## config.mk

```make
export PLATFORM = sky130hd
export DESIGN_NAME = polar_to_cartesian_sweep
export DESIGN_NICKNAME = d
export VERILOG_FILES = /design/src/rtl/p2c_pkg.sv /design/src/rtl/serial_const_mult.sv /design/src/rtl/polar_to_cartesian_sweep.sv
export SDC_FILE = /design/constraint.sdc
export NUM_CORES = 1
export LEC_CHECK = 0
export ABC_AREA = 1
export BUFFER_PORTS_ARGS = -buffer_cell sky130_fd_sc_hd__buf_2
export CAP_MARGIN = 20
export CORE_MARGIN = 4
export CORE_UTILIZATION = 33
export DETAILED_ROUTE_END_ITERATION = 8
export SYNTH_ARGS = -nofsm -noshare
export SYNTH_HDL_FRONTEND = slang
export SYNTH_SLANG_ARGS = --single-unit
```

## constraint.sdc

```tcl
create_clock -name clock -period 8.8 [get_ports clock]
set_input_delay 0.88 -clock clock [delete_from_list [all_inputs] [get_ports clock]]
set_output_delay 0.88 -clock clock [all_outputs]
set_load 0.01 [all_outputs]
```

## src/rtl/p2c_pkg.sv

```systemverilog
`default_nettype none
// ============================================================================
// Package     : p2c_pkg
// Description : Shared constants, sector indices, FSM state type and the
//               sector-to-constant lookups for polar_to_cartesian_sweep.
//               SIN*_Q8 are Q0.8 sines of the beam centre angles and are
//               also used elsewhere in the locator datapath.
// Revision    : 1.0 - initial release
// ============================================================================
package p2c_pkg;

  localparam int R_W = 8;  // distance width
  localparam int K_W = 8;  // fractional width of the sine constants

  localparam logic [K_W-1:0] SIN15_Q8 = 8'd66;
  localparam logic [K_W-1:0] SIN45_Q8 = 8'd181;
  localparam logic [K_W-1:0] SIN75_Q8 = 8'd247;

  localparam logic [2:0] SEC_15  = 3'd0;
  localparam logic [2:0] SEC_45  = 3'd1;
  localparam logic [2:0] SEC_75  = 3'd2;
  localparam logic [2:0] SEC_105 = 3'd3;
  localparam logic [2:0] SEC_135 = 3'd4;
  localparam logic [2:0] SEC_165 = 3'd5;

  typedef enum logic [1:0] {
    ST_IDLE  = 2'd0,
    ST_MUL_Y = 2'd1,
    ST_MUL_X = 2'd2,
    ST_OUT   = 2'd3
  } state_t;

  // |sin| of the beam centre angle: constant for the y product.
  function automatic logic [K_W-1:0] sin_k(input logic [2:0] sec);
    case (sec)
      SEC_15, SEC_165: sin_k = SIN15_Q8;
      SEC_45, SEC_135: sin_k = SIN45_Q8;
      default:         sin_k = SIN75_Q8;
    endcase
  endfunction

  // |cos| of the beam centre angle: constant for the x magnitude.
  function automatic logic [K_W-1:0] cos_k(input logic [2:0] sec);
    case (sec)
      SEC_15, SEC_165: cos_k = SIN75_Q8;
      SEC_45, SEC_135: cos_k = SIN45_Q8;
      default:         cos_k = SIN15_Q8;
    endcase
  endfunction

endpackage
`default_nettype wire

```

## src/rtl/serial_const_mult.sv

```systemverilog
`default_nettype none
// ============================================================================
// Module      : serial_const_mult
// Description : LSB-first shift-add multiplier of an unsigned R_W-bit value
//               by a Q0.K_W constant. 'start' loads r and k and clears the
//               accumulator; R_W step cycles follow. On the last step 'done'
//               is high and 'product' carries the rounded result
//               (r*k + 2^(K_W-1)) >> K_W.
// Ports       : clock, reset_n (async, active-low), start, r, k in;
//               product, done out.
// Revision    : 1.0 - initial release
// ============================================================================
module serial_const_mult #(
  parameter int R_W = 8,
  parameter int K_W = 8
) (
  input  logic           clock,
  input  logic           reset_n,
  input  logic           start,
  input  logic [R_W-1:0] r,
  input  logic [K_W-1:0] k,
  output logic [R_W-1:0] product,
  output logic           done
);

  localparam int ACC_W = R_W + K_W + 1;
  localparam int CNT_W = (R_W > 1) ? $clog2(R_W) : 1;
  localparam logic [CNT_W-1:0] C_LAST = CNT_W'(R_W - 1);
  localparam logic [ACC_W-1:0] C_HALF = ACC_W'(1) << (K_W - 1);

  logic [R_W-1:0]     r_mplier;
  logic [R_W+K_W-1:0] r_mcand;
  logic [ACC_W-1:0]   r_acc;
  logic [CNT_W-1:0]   r_cnt;
  logic               r_busy;

  logic [ACC_W-1:0]   w_acc_next;
  logic [ACC_W-1:0]   w_rounded;

  // The final add is folded combinationally into the product so the result
  // is usable on the same edge as the last step.
  assign w_acc_next = r_acc + (r_mplier[0] ? {1'b0, r_mcand} : '0);
  assign w_rounded  = w_acc_next + C_HALF;
  assign product    = w_rounded[K_W +: R_W];
  assign done       = r_busy && (r_cnt == C_LAST);

  always_ff @(posedge clock or negedge reset_n) begin
    if (!reset_n) begin
      r_mplier <= '0;
      r_mcand  <= '0;
      r_acc    <= '0;
      r_cnt    <= '0;
      r_busy   <= 1'b0;
    end else if (start) begin
      r_mplier <= r;
      r_mcand  <= {{R_W{1'b0}}, k};
      r_acc    <= '0;
      r_cnt    <= '0;
      r_busy   <= 1'b1;
    end else if (r_busy) begin
      r_acc    <= w_acc_next;
      r_mplier <= r_mplier >> 1;
      r_mcand  <= r_mcand << 1;
      r_cnt    <= r_cnt + 1'b1;
      if (done) begin
        r_busy <= 1'b0;
      end
    end
  end

endmodule
`default_nettype wire

```

## src/rtl/polar_to_cartesian_sweep.sv

```systemverilog
`default_nettype none
// ============================================================================
// Module      : polar_to_cartesian_sweep
// Description : Converts one (distance, sector) sample per handshake into a
//               Cartesian point. One serial constant multiplier is reused:
//               8 cycles for y = P(r, sin), then 8 cycles for
//               |x| = P(r, cos); x is negated after rounding for sectors
//               3..5. out_valid rises 16 edges after the accept edge.
// Ports       : clock, reset_n (async, active-low);
//               in_valid/in_ready/in_r/in_sector  - sample input;
//               out_valid/out_ready/out_x/out_y/out_sector - point output;
//               err_sector - sticky illegal-sector flag.
// Config      : P2C_ZERO_DROP_EN - when defined, legal samples with r==0
//               are consumed in IDLE without producing a point.
// Revision    : 1.0 - initial release
// ============================================================================
module polar_to_cartesian_sweep #(
  parameter int R_W = p2c_pkg::R_W,
  parameter int K_W = p2c_pkg::K_W
) (
  input  logic               clock,
  input  logic               reset_n,
  input  logic               in_valid,
  output logic               in_ready,
  input  logic [R_W-1:0]     in_r,
  input  logic [2:0]         in_sector,
  output logic               out_valid,
  input  logic               out_ready,
  output logic signed [R_W:0] out_x,
  output logic [R_W-1:0]     out_y,
  output logic [2:0]         out_sector,
  output logic               err_sector
);

  import p2c_pkg::*;

  state_t         r_state;
  logic [R_W-1:0] r_r;
  logic [2:0]     r_sector;

  logic           w_legal;
  logic           w_drop;
  logic           w_start_y;
  logic           w_start_x;
  logic           w_mult_start;
  logic [R_W-1:0] w_mult_r;
  logic [K_W-1:0] w_mult_k;
  logic [R_W-1:0] w_product;
  logic           w_done;
  logic [R_W:0]   w_x_mag;

  assign w_legal = (in_sector <= SEC_165);

`ifdef P2C_ZERO_DROP_EN
  assign w_drop = (in_r == '0);
`else
  assign w_drop = 1'b0;
`endif

  // The y product starts straight from the input port on the accept edge;
  // the x product starts from the latched sample the edge y completes.
  assign w_start_y    = (r_state == ST_IDLE) && in_valid && w_legal && !w_drop;
  assign w_start_x    = (r_state == ST_MUL_Y) && w_done;
  assign w_mult_start = w_start_y || w_start_x;
  assign w_mult_r     = w_start_y ? in_r : r_r;
  assign w_mult_k     = w_start_y ? sin_k(in_sector) : cos_k(r_sector);
  assign w_x_mag      = {1'b0, w_product};

  serial_const_mult #(
    .R_W (R_W),
    .K_W (K_W)
  ) u_mult (
    .clock   (clock),
    .reset_n (reset_n),
    .start   (w_mult_start),
    .r       (w_mult_r),
    .k       (w_mult_k),
    .product (w_product),
    .done    (w_done)
  );

  always_ff @(posedge clock or negedge reset_n) begin
    if (!reset_n) begin
      r_state    <= ST_IDLE;
      r_r        <= '0;
      r_sector   <= '0;
      in_ready   <= 1'b1;
      out_valid  <= 1'b0;
      out_x      <= '0;
      out_y      <= '0;
      out_sector <= '0;
      err_sector <= 1'b0;
    end else begin
      case (r_state)
        ST_IDLE: begin
          if (in_valid) begin
            if (!w_legal) begin
              err_sector <= 1'b1;
            end else if (!w_drop) begin
              r_r      <= in_r;
              r_sector <= in_sector;
              in_ready <= 1'b0;
              r_state  <= ST_MUL_Y;
            end
          end
        end
        ST_MUL_Y: begin
          if (w_done) begin
            out_y   <= w_product;
            r_state <= ST_MUL_X;
          end
        end
        ST_MUL_X: begin
          if (w_done) begin
            // Negate after rounding keeps left/right beams symmetric.
            out_x      <= (r_sector >= SEC_105) ? -w_x_mag : w_x_mag;
            out_sector <= r_sector;
            out_valid  <= 1'b1;
            r_state    <= ST_OUT;
          end
        end
        default: begin
          if (out_ready) begin
            out_valid <= 1'b0;
            in_ready  <= 1'b1;
            r_state   <= ST_IDLE;
          end
        end
      endcase
    end
  end

endmodule
`default_nettype wire

```

==> flow_metrics.env, run 1 <==
export IMPL_numCtsBuffers=9
export IMPL_cts_htree_levels=3
export IMPL_cp_start_kind="flip-flop"
export IMPL_antennaDiodeCount=0
export IMPL_whs_ns=0.458
export IMPL_cts_resized=0
export IMPL_portBuffers=37
export IMPL_r2r_start="u_mult.r_mplier[0]$_DFFE_PN0P_"
export IMPL_synth_compound_area_share_pct=11.6
export IMPL_netlist_instances=642
export IMPL_holdBufCountCts=0
export IMPL_path_clk_slew_ns=0.06
export IMPL_p_leak_uw=0.00302
export IMPL_crit_top_cell="nand2_1"
export IMPL_drive_above_1_share_pct=15.9
export IMPL_routed_wl_mm=11.2
export IMPL_final_cell_mix="nand2_1, inv_1, dfrtp_1, o21ai_0, buf_2"
export IMPL_setup_tns_ns=0
export IMPL_cp_num_buf_inv=3
export IMPL_wire_per_inst_um=12.9
export IMPL_fin_skew_ns=0.00532
export IMPL_placed_area_sq_um=5240
export IMPL_grt_overflow=0
export IMPL_cts_tree="done"
export IMPL_layout_commonest_cell="nand2_1"
export IMPL_ff2ff_setup_slack_ns=5.30
export IMPL_start_util_pct=33.6
export IMPL_antenna_found_initial=0
export IMPL_reg2reg_to="out_x[4]$_DFFE_PN0P_"
export IMPL_die_h_um=129
export IMPL_critPathMaxFanout=17
export IMPL_rr_worst_depth=20
export IMPL_ant_nets=0
export IMPL_fin_util_pct=38.5
export IMPL_grt_pass1_wl_mm=19.3
export IMPL_cp_data_arrival_time_ns=3.73
export IMPL_clkPwrFrac_pct=20.8
export IMPL_vias=4104
export IMPL_synth_simple_gate_area_share_pct=31.1
export IMPL_gp_congestion=0.794
export IMPL_syn_to_final_growth_pct=14.7
export IMPL_clk_path_buf_depth=2
export IMPL_hpwl_mm=8.48
export IMPL_crit_path_end_kind="flip-flop"
export IMPL_path_class="flip-flop to flip-flop"
export IMPL_cpLargestDelayFamily="simple AND/OR/NAND/NOR gates"
export IMPL_dieArea_sq_um=16800
export IMPL_async_reset_ff_share_pct=100
export IMPL_root_buffer="clkbuf_16"
export IMPL_hold_viol=0
export IMPL_required_ns=9.02
export IMPL_cp_slowest_cell="dfrtp_1"
export IMPL_slew_headroom_pct=39.3
export IMPL_p_int_uw=1050
export IMPL_hold_class="input port to asynchronous set/reset pin"
export IMPL_synth_top_family_by_area="simple AND/OR/NAND/NOR gates"
export IMPL_final_cell_area_sq_um=5580
export IMPL_cap_violations=0
export IMPL_ys_flop_type="dfrtp_1"
export IMPL_cts_sinks=80
export IMPL_fmax_ghz=0.285
export IMPL_via_per_inst=4.73
export IMPL_slew_viol_final=0
export IMPL_worstSkewPairLatency_ns=0.33
export IMPL_rsz0062_at_grt="no"
export IMPL_timing_critical_path_slowest_cell_delay_ns=0.65
export IMPL_track_usage_pct=14.2
export IMPL_yosys_area_share_adder_pct=6.07
export IMPL_synth_edf_count=0
export IMPL_synth_xor_area_share_pct=1.26
export IMPL_grt_pass1_vias=3979
export IMPL_seqPwrFrac_pct=32.5
export IMPL_ys_warnings_count=0
export IMPL_cp_cell_sequence="nand2_1 > inv_1 > ha_1 > inv_1 > fa_1 > inv_1 > nand2_1 > nand2_1 > nand3_2 > nand3_1 > nand2_4 > ha_1 > nand2_1 > nand2_1 > ha_1 > nand3_1 > nand2_1 > or2_1 > nand3_1 > nand2_1"
export IMPL_drtIter0Drc=247
export IMPL_switchingPower_uw=775
export IMPL_synth_fp_nets=680
export IMPL_comb_power_share_pct=46.6
export IMPL_ys_types=45
export IMPL_synth_seq_cells=80
export IMPL_p_per_area_nw_per_um2=327
export IMPL_ir_drop_mv=0.179
export IMPL_fin_crit_ns=3.50
export IMPL_rows=44
export IMPL_yosys_mux_area_fraction_pct=0
export IMPL_seq_area_frac_synth_pct=41.2
export IMPL_p_total_uw=1820
export IMPL_status="finished, final reports clean"
export IMPL_dr_pass1_iters=4
export IMPL_die_w_um=129
export IMPL_ioPinCount=38
export IMPL_post_synth_instance_area_sq_um=4870
export IMPL_worstMarginPinSlew_ns=0.910
export IMPL_grt_max_degree=81
export IMPL_final_nets=718
export IMPL_core_area_sq_um=14500
export IMPL_drc=0
export IMPL_avgSynthCellArea_sq_um=7.58
export IMPL_fin_crit_sh_pct=39.8
export IMPL_cts_setup_buffers=0
export IMPL_sw_frac_of_total_pct=42.5
export IMPL_setup_viol=0
==> final cells by class <==
class / instances / area [sq um]
fillers: 1508 / 8900
multi-input cells: 449 / 2440
flip-flops and latches: 80 / 2000
inverters: 100 / 375
clock buffers: 12 / 267
well taps: 184 / 230
repair buffers: 40 / 228
clock inverters: 3 / 40.0
==> power groups by stage <==
stage               registers, uW  clock network, uW  logic [uW]
floorplan                     597                  0         623
global placement              598                  0         846
detailed placement            600                  0         851
CTS                           594                388         856
global route                  611                404         976
finish                        593                380         851
==> metrics by stage <==
step / cells / setup slack [ns]
6_report: 868 / 5.30
5_1_grt: 868 / 4.88
4_1_cts: 866 / 5.28
3_5_place_dp: 851 / 5.29
3_3_place_gp: 851 / 5.38
2_1_floorplan: 642 / 5.51
==> registers in the layout, summed over array words and instances, names as in the netlist <==
name,cells
u_mult.r_acc,16
err_sector,1
r_sector,3
out_x,9
out_valid,1
out_sector,3
u_mult.r_cnt,3
r_r,8
in_ready,1
u_mult.r_busy,1
out_y,8
r_state,2
u_mult.r_mplier,8
u_mult.r_mcand,16
==> cell usage after synthesis (all sizes together), types with 6 or more instances <==
cell type | n | area [sq um]
nand2 | 236 | 961
inv | 96 | 360
dfrtp | 79 | 1980
nand3 | 43 | 263
o21ai | 42 | 210
nor2 | 29 | 175
ha | 22 | 275
a21oi | 18 | 97.6
o211ai | 8 | 60.1
o22ai | 8 | 50.1
buf | 7 | 31.3
clkbuf | 6 | 22.5
nand4 | 6 | 37.5
==> layer usage <==
| metal | track usage [%] | up-vias | part of all wire (%) |
|---|---|---|---|
| li1 | - | 2127 | - |
| met1 | 20.7 | 1914 | 50 |
| met2 | 22.0 | 49 | 45 |
| met3 | 1.69 | 14 | 3.3 |
| met4 | 4.83 | 0 | 1.4 |
| met5 | 0 | - | 0 |
==> cell families (layout without fill, tap and decap cells) <==
group	after synthesis	in the layout
AOI/OAI and AO/OA	93	93
xor gates and xnor gates	7	7
adders and majority gates	23	23
buffers and inverters	113	155
DFF	80	80
and+or+nand+nor	326	326
==> worst max path at each step <==
stage / startpoint / end / slack (ns) / cells after the start
2_1_floorplan: u_mult.r_mplier[0]$_DFFE_PN0P_ / out_x[4]$_DFFE_PN0P_ / 5.51 / 22
3_3_place_gp: u_mult.r_mplier[0]$_DFFE_PN0P_ / out_x[4]$_DFFE_PN0P_ / 5.38 / 20
3_5_place_dp: u_mult.r_mplier[0]$_DFFE_PN0P_ / out_x[4]$_DFFE_PN0P_ / 5.29 / 20
4_1_cts: u_mult.r_mplier[0]$_DFFE_PN0P_ / out_x[4]$_DFFE_PN0P_ / 5.28 / 20
5_1_grt: u_mult.r_mplier[0]$_DFFE_PN0P_ / out_x[4]$_DFFE_PN0P_ / 4.88 / 20
6_report: u_mult.r_mplier[0]$_DFFE_PN0P_ / out_x[4]$_DFFE_PN0P_ / 5.30 / 20
(Power assumes the default switching activity.)
==> inputs of run 2 (changes only) <==
ABC_AREA = 0   (was 1)
clock period = 2.85 ns   (was 8.8 ns; I/O delays follow)
==> flow_metrics.env, run 2 <==
export IMPL_grt_pass1_vias=3887
export IMPL_reg_top3="u_mult.r_acc (16), u_mult.r_mcand (16), out_x (9)"
export IMPL_grt_max_degree=81
export IMPL_rr_worst_depth=16
export IMPL_stdcell_count=765
export IMPL_critPathMaxFanout=3
export IMPL_syn_to_final_growth_pct=33.9
export IMPL_worstSkewPairLatency_ns=0.34
export IMPL_via_per_inst=5.00
export IMPL_rsz0062_at_grt="yes"
export IMPL_netlist_instances=470
export IMPL_ys_warnings_count=0
export IMPL_setup_tns_ns=-4.32
export IMPL_fin_crit_sh_pct=119
export IMPL_synth_area_leader_cell="dfrtp_1"
export IMPL_cp_data_arrival_time_ns=3.66
export IMPL_p_leak_uw=0.00299
export IMPL_synthMostInstantiatedCell="dfrtp_1"
export IMPL_synth_top_area_share_pct=42.6
export IMPL_numCtsBuffers=9
export IMPL_async_reset_ff_share_pct=100
export IMPL_required_ns=3.11
export IMPL_r2r_start="u_mult.r_mplier[0]$_DFFE_PN0P_"
export IMPL_core_area_sq_um=13800
export IMPL_hold_class="input port to flip-flop"
export IMPL_portBuffers=37
export IMPL_root_buffer="clkbuf_16"
export IMPL_dp_slack_ns=-0.560
export IMPL_layout_commonest_cell="dfrtp_1"
export IMPL_start_util_pct=33.6
export IMPL_whs_ns=0.190
export IMPL_seq_area_frac_synth_pct=43.2
export IMPL_fin_skew_ns=0.00558
export IMPL_slew_viol_final=0
export IMPL_wire_per_inst_um=14.5
export IMPL_synth_fp_nets=508
export IMPL_synthTopCellsByCount="dfrtp_1, nor2_1, nand2_1"
export IMPL_cts_sinks=80
export IMPL_antenna_found_initial=0
export IMPL_die_h_um=127
export IMPL_min_from="in_r[1]"
export IMPL_path_class="flip-flop to flip-flop"
export IMPL_drtIter0Drc=212
export IMPL_p_per_area_nw_per_um2=1230
export IMPL_fin_crit_ns=3.40
export IMPL_slew_headroom_pct=58.5
export IMPL_drc=0
export IMPL_clk_path_buf_depth=2
export IMPL_antennaDiodeCount=0
export IMPL_hpwl_mm=7.70
export IMPL_rows=43
export IMPL_final_nets=618
export IMPL_status="finished with violations"
export IMPL_avgSynthCellArea_sq_um=9.88
export IMPL_grt_overflow=0
export IMPL_grt_pass1_wl_mm=18.6
export IMPL_setup_ws_ns=-0.549
export IMPL_cp_start_kind="flip-flop"
export IMPL_ys_types=59
export IMPL_gp_congestion=0.889
export IMPL_ir_drop_mv=0.555
export IMPL_track_usage_pct=14.1
export IMPL_dieArea_sq_um=16000
export IMPL_die_w_um=127
export IMPL_cts_tree="done"
export IMPL_synth_edf_count=0
export IMPL_setup_viol=14
export IMPL_worstMarginPinSlew_ns=0.623
export IMPL_crit_path_end_kind="flip-flop"
export IMPL_routed_wl_mm=11.1
export IMPL_cts_htree_levels=3
export IMPL_drive_above_1_share_pct=36.1
export IMPL_synth_seq_cells=80
export IMPL_cap_violations=0
export IMPL_path_clk_slew_ns=0.06
export IMPL_ys_flop_type="dfrtp_1"
export IMPL_synth_area_leaders="dfrtp_1, ha_1, mux2_2, mux2i_1, nor2_1"
export IMPL_vias=3822
export IMPL_fmax_ghz=0.294
export IMPL_fill_cells=1315
export IMPL_ant_nets=0
export IMPL_startpoint="u_mult.r_mplier[0]$_DFFE_PN0P_"
export IMPL_ioPinCount=38
export IMPL_placed_cells=741
export IMPL_violations="setup timing"
export IMPL_dr_pass1_iters=4
export IMPL_final_cell_mix="dfrtp_1, buf_4, nor2_1, nand2_1, buf_2"
export IMPL_hold_viol=0
export IMPL_holdPathStages=2
export IMPL_post_synth_instance_area_sq_um=4640
[run 2: final cells by class]
cell class                      instances  area [sq um]  area share (%)
Clock buffer                           11           243            3.91
Clock inverter                          5          56.3           0.906
Inverter                               15          56.3           0.906
Multi-Input combinational cell        356          2800            45.1
Sequential cell                        80          2000            32.3
Tap cell                              180           225            3.62
Timing Repair Buffer                  118           830            13.3
[run 2: final timing paths]
check	end	slack, ns
max in group asynchronous	u_mult.r_busy$_DFF_PN0_	1.96
worst min-delay path	r_r[1]$_DFFE_PN0P_	0.19
worst min register to register	out_x[0]$_DFFE_PN0P_	0.47
min in group asynchronous	out_valid$_DFFE_PN0P_	0.31
worst max register to register	out_x[5]$_DFFE_PN0P_	-0.55
worst max-delay path	out_x[5]$_DFFE_PN0P_	-0.55
[run 2: worst max-delay path: stages (launching register included)]
cell and delay [ns]:
dfrtp_1 0.35, and2_1 0.13, ha_2 0.18, inv_2 0.04, fa_2 0.34, nand2b_4 0.15
a21o_1 0.19, a221o_1 0.35, nor2_4 0.13, ha_4 0.15, inv_2 0.04, nor3_4 0.13
nand3_1 0.21, o21a_1 0.27, or2_2 0.33, a21o_1 0.16, a31oi_1 0.16
[run 2: what timing repair did]
item	CTS	global route
setup endpoints to repair	15	16
setup buffers	6	0
endpoints found under the hold margin	0	11
pin swaps	13	9
gates resized for setup	25	15
hold buffers	0	1
[run 2: metal layers]
metal,track usage (%),vias to the layer above,share of wire (%)
met5,0,-,0
met4,4.67,0,1.5
met3,2.78,17,3.9
met2,22.0,69,48
met1,19.6,1838,47
li1,-,1898,-
[run 2: cell families after synthesis]
kind of cell | synth area share [%]
compound gates | 16.0
xor+xnor | 4.53
fa+ha+maj | 6.36
buf+inv | 2.78
flops | 43.2
mux | 11.2
simple gates | 15.9
[run 2: where the power goes]
group | internal (uW) | total (uW) | switching [uW]
clock | 701 | 1180 | 476
sequential | 1630 | 1940 | 310
combinational | 2290 | 4510 | 2220
total | 4620 | 7630 | 3000
[run 2: stage by stage]
stage | power [uW] | instance area, sq um | utilization (%)
5_1_grt | 8230 | 6210 | 44.9
3_3_place_gp | 5930 | 5620 | 40.6
4_1_cts | 7520 | 6090 | 44.1
3_5_place_dp | 6030 | 5620 | 40.6
2_1_floorplan | 4540 | 4730 | -
6_report | 7630 | 6210 | 44.9
==> inputs of run 3 (changes only) <==
RECOVER_POWER = 50   (was default)
==> flow_metrics.env, run 3 (synthesis gave the netlist of run 2 again) <==
export IMPL_hpwl_mm=7.70
export IMPL_cap_violations=1
export IMPL_ant_nets=0
export IMPL_cp_num_buf_inv=2
export IMPL_die_h_um=127
export IMPL_ioPinCount=38
export IMPL_critPathMaxFanout=3
export IMPL_min_to="r_r[1]$_DFFE_PN0P_"
export IMPL_setup_viol=14
export IMPL_status="finished with violations"
export IMPL_ir_drop_mv=0.556
export IMPL_cp_num_cells=16
export IMPL_dr_pass1_iters=4
export IMPL_crit_path_end_kind="flip-flop"
export IMPL_p_total_uw=7620
export IMPL_grt_overflow=0
export IMPL_root_buffer="clkbuf_16"
export IMPL_vias=3825
export IMPL_reg_top3="u_mult.r_acc (16), u_mult.r_mcand (16), out_x (9)"
export IMPL_track_usage_pct=14.1
export IMPL_comb_power_share_pct=59.1
export IMPL_fin_skew_ns=0.00518
export IMPL_regArea_sq_um=2000
export IMPL_p_int_uw=4620
export IMPL_fmax_ghz=0.294
export IMPL_path_clk_slew_ns=0.06
export IMPL_gp_congestion=0.889
export IMPL_antennaDiodeCount=0
export IMPL_layout_commonest_cell="dfrtp_1"
export IMPL_numCtsBuffers=9
export IMPL_grt_pass1_wl_mm=18.6
export IMPL_rows=43
export IMPL_cpLargestDelayFamily="compound AO/OA/AOI/OAI gates"
export IMPL_path_class="flip-flop to flip-flop"
export IMPL_routed_wl_mm=11.1
export IMPL_placed_area_sq_um=5620
export IMPL_clkPwrFrac_pct=15.5
export IMPL_via_per_inst=5.00
export IMPL_required_ns=3.11
export IMPL_worstSkewPairLatency_ns=0.34
export IMPL_min_from="in_r[1]"
export IMPL_ff2ff_setup_slack_ns=-0.55
export IMPL_cp_start_kind="flip-flop"
export IMPL_multi_input_comb_area_sq_um=2800
export IMPL_switchingPower_uw=3010
export IMPL_slew_headroom_pct=-1.96
export IMPL_p_per_area_nw_per_um2=1230
export IMPL_final_cell_mix="dfrtp_1, buf_4, nor2_1, nand2_1, buf_2"
export IMPL_fin_crit_sh_pct=119
export IMPL_grt_max_degree=81
export IMPL_slew_viol_final=70
export IMPL_rr_worst_depth=16
export IMPL_syn_to_final_growth_pct=33.2
export IMPL_cp_cell_sequence="and2_1 > ha_2 > inv_2 > fa_2 > nand2b_4 > a21o_1 > a221o_1 > nor2_4 > ha_4 > inv_2 > nor3_4 > nand3_1 > o21a_1 > or2_2 > a21o_1 > a31oi_1"
export IMPL_violations="capacitance limit, slew limit, setup timing"
export IMPL_dieArea_sq_um=16000
export IMPL_setup_ws_ns=-0.553
export IMPL_die_w_um=127
export IMPL_timing_critical_path_slowest_cell_delay_ns=0.35
export IMPL_grt_pass1_vias=3887
export IMPL_fin_crit_ns=3.40
export IMPL_start_util_pct=33.6
export IMPL_fill_cells=1321
export IMPL_reg2reg_to="out_x[5]$_DFFE_PN0P_"
export IMPL_hold_class="input port to flip-flop"
export IMPL_core_area_sq_um=13800
export IMPL_r2r_start="u_mult.r_mplier[0]$_DFFE_PN0P_"
export IMPL_cp_slowest_cell="dfrtp_1"
export IMPL_cts_htree_levels=3
export IMPL_seqPwrFrac_pct=25.5
export IMPL_cts_sinks=80
export IMPL_clk_path_buf_depth=2
export IMPL_antenna_found_initial=0
export IMPL_drtIter0Drc=200
export IMPL_holdPathStages=2
export IMPL_sw_frac_of_total_pct=39.4
export IMPL_drc=0
export IMPL_final_cell_area_sq_um=6180
export IMPL_drive_above_1_share_pct=35.2
export IMPL_p_leak_uw=0.00296
export IMPL_cp_data_arrival_time_ns=3.66
export IMPL_hold_viol=0
export IMPL_rsz0062_at_grt="yes"
export IMPL_cts_tree="done"
export IMPL_worstMarginPinSlew_ns=1.53
export IMPL_portBuffers=37
export IMPL_final_nets=618
export IMPL_wire_per_inst_um=14.5
==> run 3: changes by cell type in the layout (fill, tap and decap cells not counted), sizes merged <==
cell    delta
clkbuf     +5
buf        -5
==> run 3: final cells by class <==
type | instances | area share, %
Inverter | 15 | 0.911
Timing Repair Buffer | 118 | 12.9
Tap cell | 180 | 3.64
Clock inverter | 5 | 0.911
Clock buffer | 11 | 3.93
Multi-Input combinational cell | 356 | 45.3
Sequential cell | 80 | 32.4
==> run 3: worst max-delay path by stage <==
stage / startpoint / endpoint
6_report: u_mult.r_mplier[0]$_DFFE_PN0P_ / out_x[5]$_DFFE_PN0P_
5_1_grt: u_mult.r_mplier[0]$_DFFE_PN0P_ / out_x[7]$_DFFE_PN0P_
4_1_cts: u_mult.r_mplier[0]$_DFFE_PN0P_ / out_x[7]$_DFFE_PN0P_
3_5_place_dp: u_mult.r_mplier[0]$_DFFE_PN0P_ / out_x[7]$_DFFE_PN0P_
3_3_place_gp: u_mult.r_mplier[0]$_DFFE_PN0P_ / out_x[7]$_DFFE_PN0P_
2_1_floorplan: u_mult.r_mplier[0]$_DFFE_PN0P_ / out_x[7]$_DFFE_PN0P_
==> run 3: routing by layer <==
metal  GRT usage, %  share of wire [%]
met5              0                  0
met2           22.0                 47
met3           2.78                4.3
met1           19.6                 47
met4           4.67                1.5
==> run 3: per-stage QoR <==
step | utilization (%) | setup slack (ns) | setup TNS [ns] | instances | hold WS (ns)
2_1_floorplan | - | -0.739 | -5.37 | 470 | -0.0106
3_3_place_gp | 40.6 | -0.504 | -4.27 | 741 | 0.457
3_5_place_dp | 40.6 | -0.560 | -4.98 | 741 | 0.465
4_1_cts | 44.1 | -0.526 | -4.40 | 763 | 0.156
5_1_grt | 44.7 | -0.772 | -7.19 | 765 | 0.188
6_report | 44.7 | -0.553 | -4.37 | 765 | 0.190
==> run 3: power groups by stage <==
stage	Sequential (uW)	Combinational, uW	Clock, uW
floorplan	1910	2630	0
global placement	1920	4010	0
detailed placement	1950	4080	0
CTS	1940	4370	1210
global route	2000	4970	1250
finish	1940	4500	1180
==> run 3: what timing repair did <==
item                                    CTS  global route
endpoints found under the hold margin     0            11
endpoints found under the setup margin   15            16
resized for setup                        25            15
pin swaps                                13             9
hold buffers                              0             1
setup buffers                             6             0
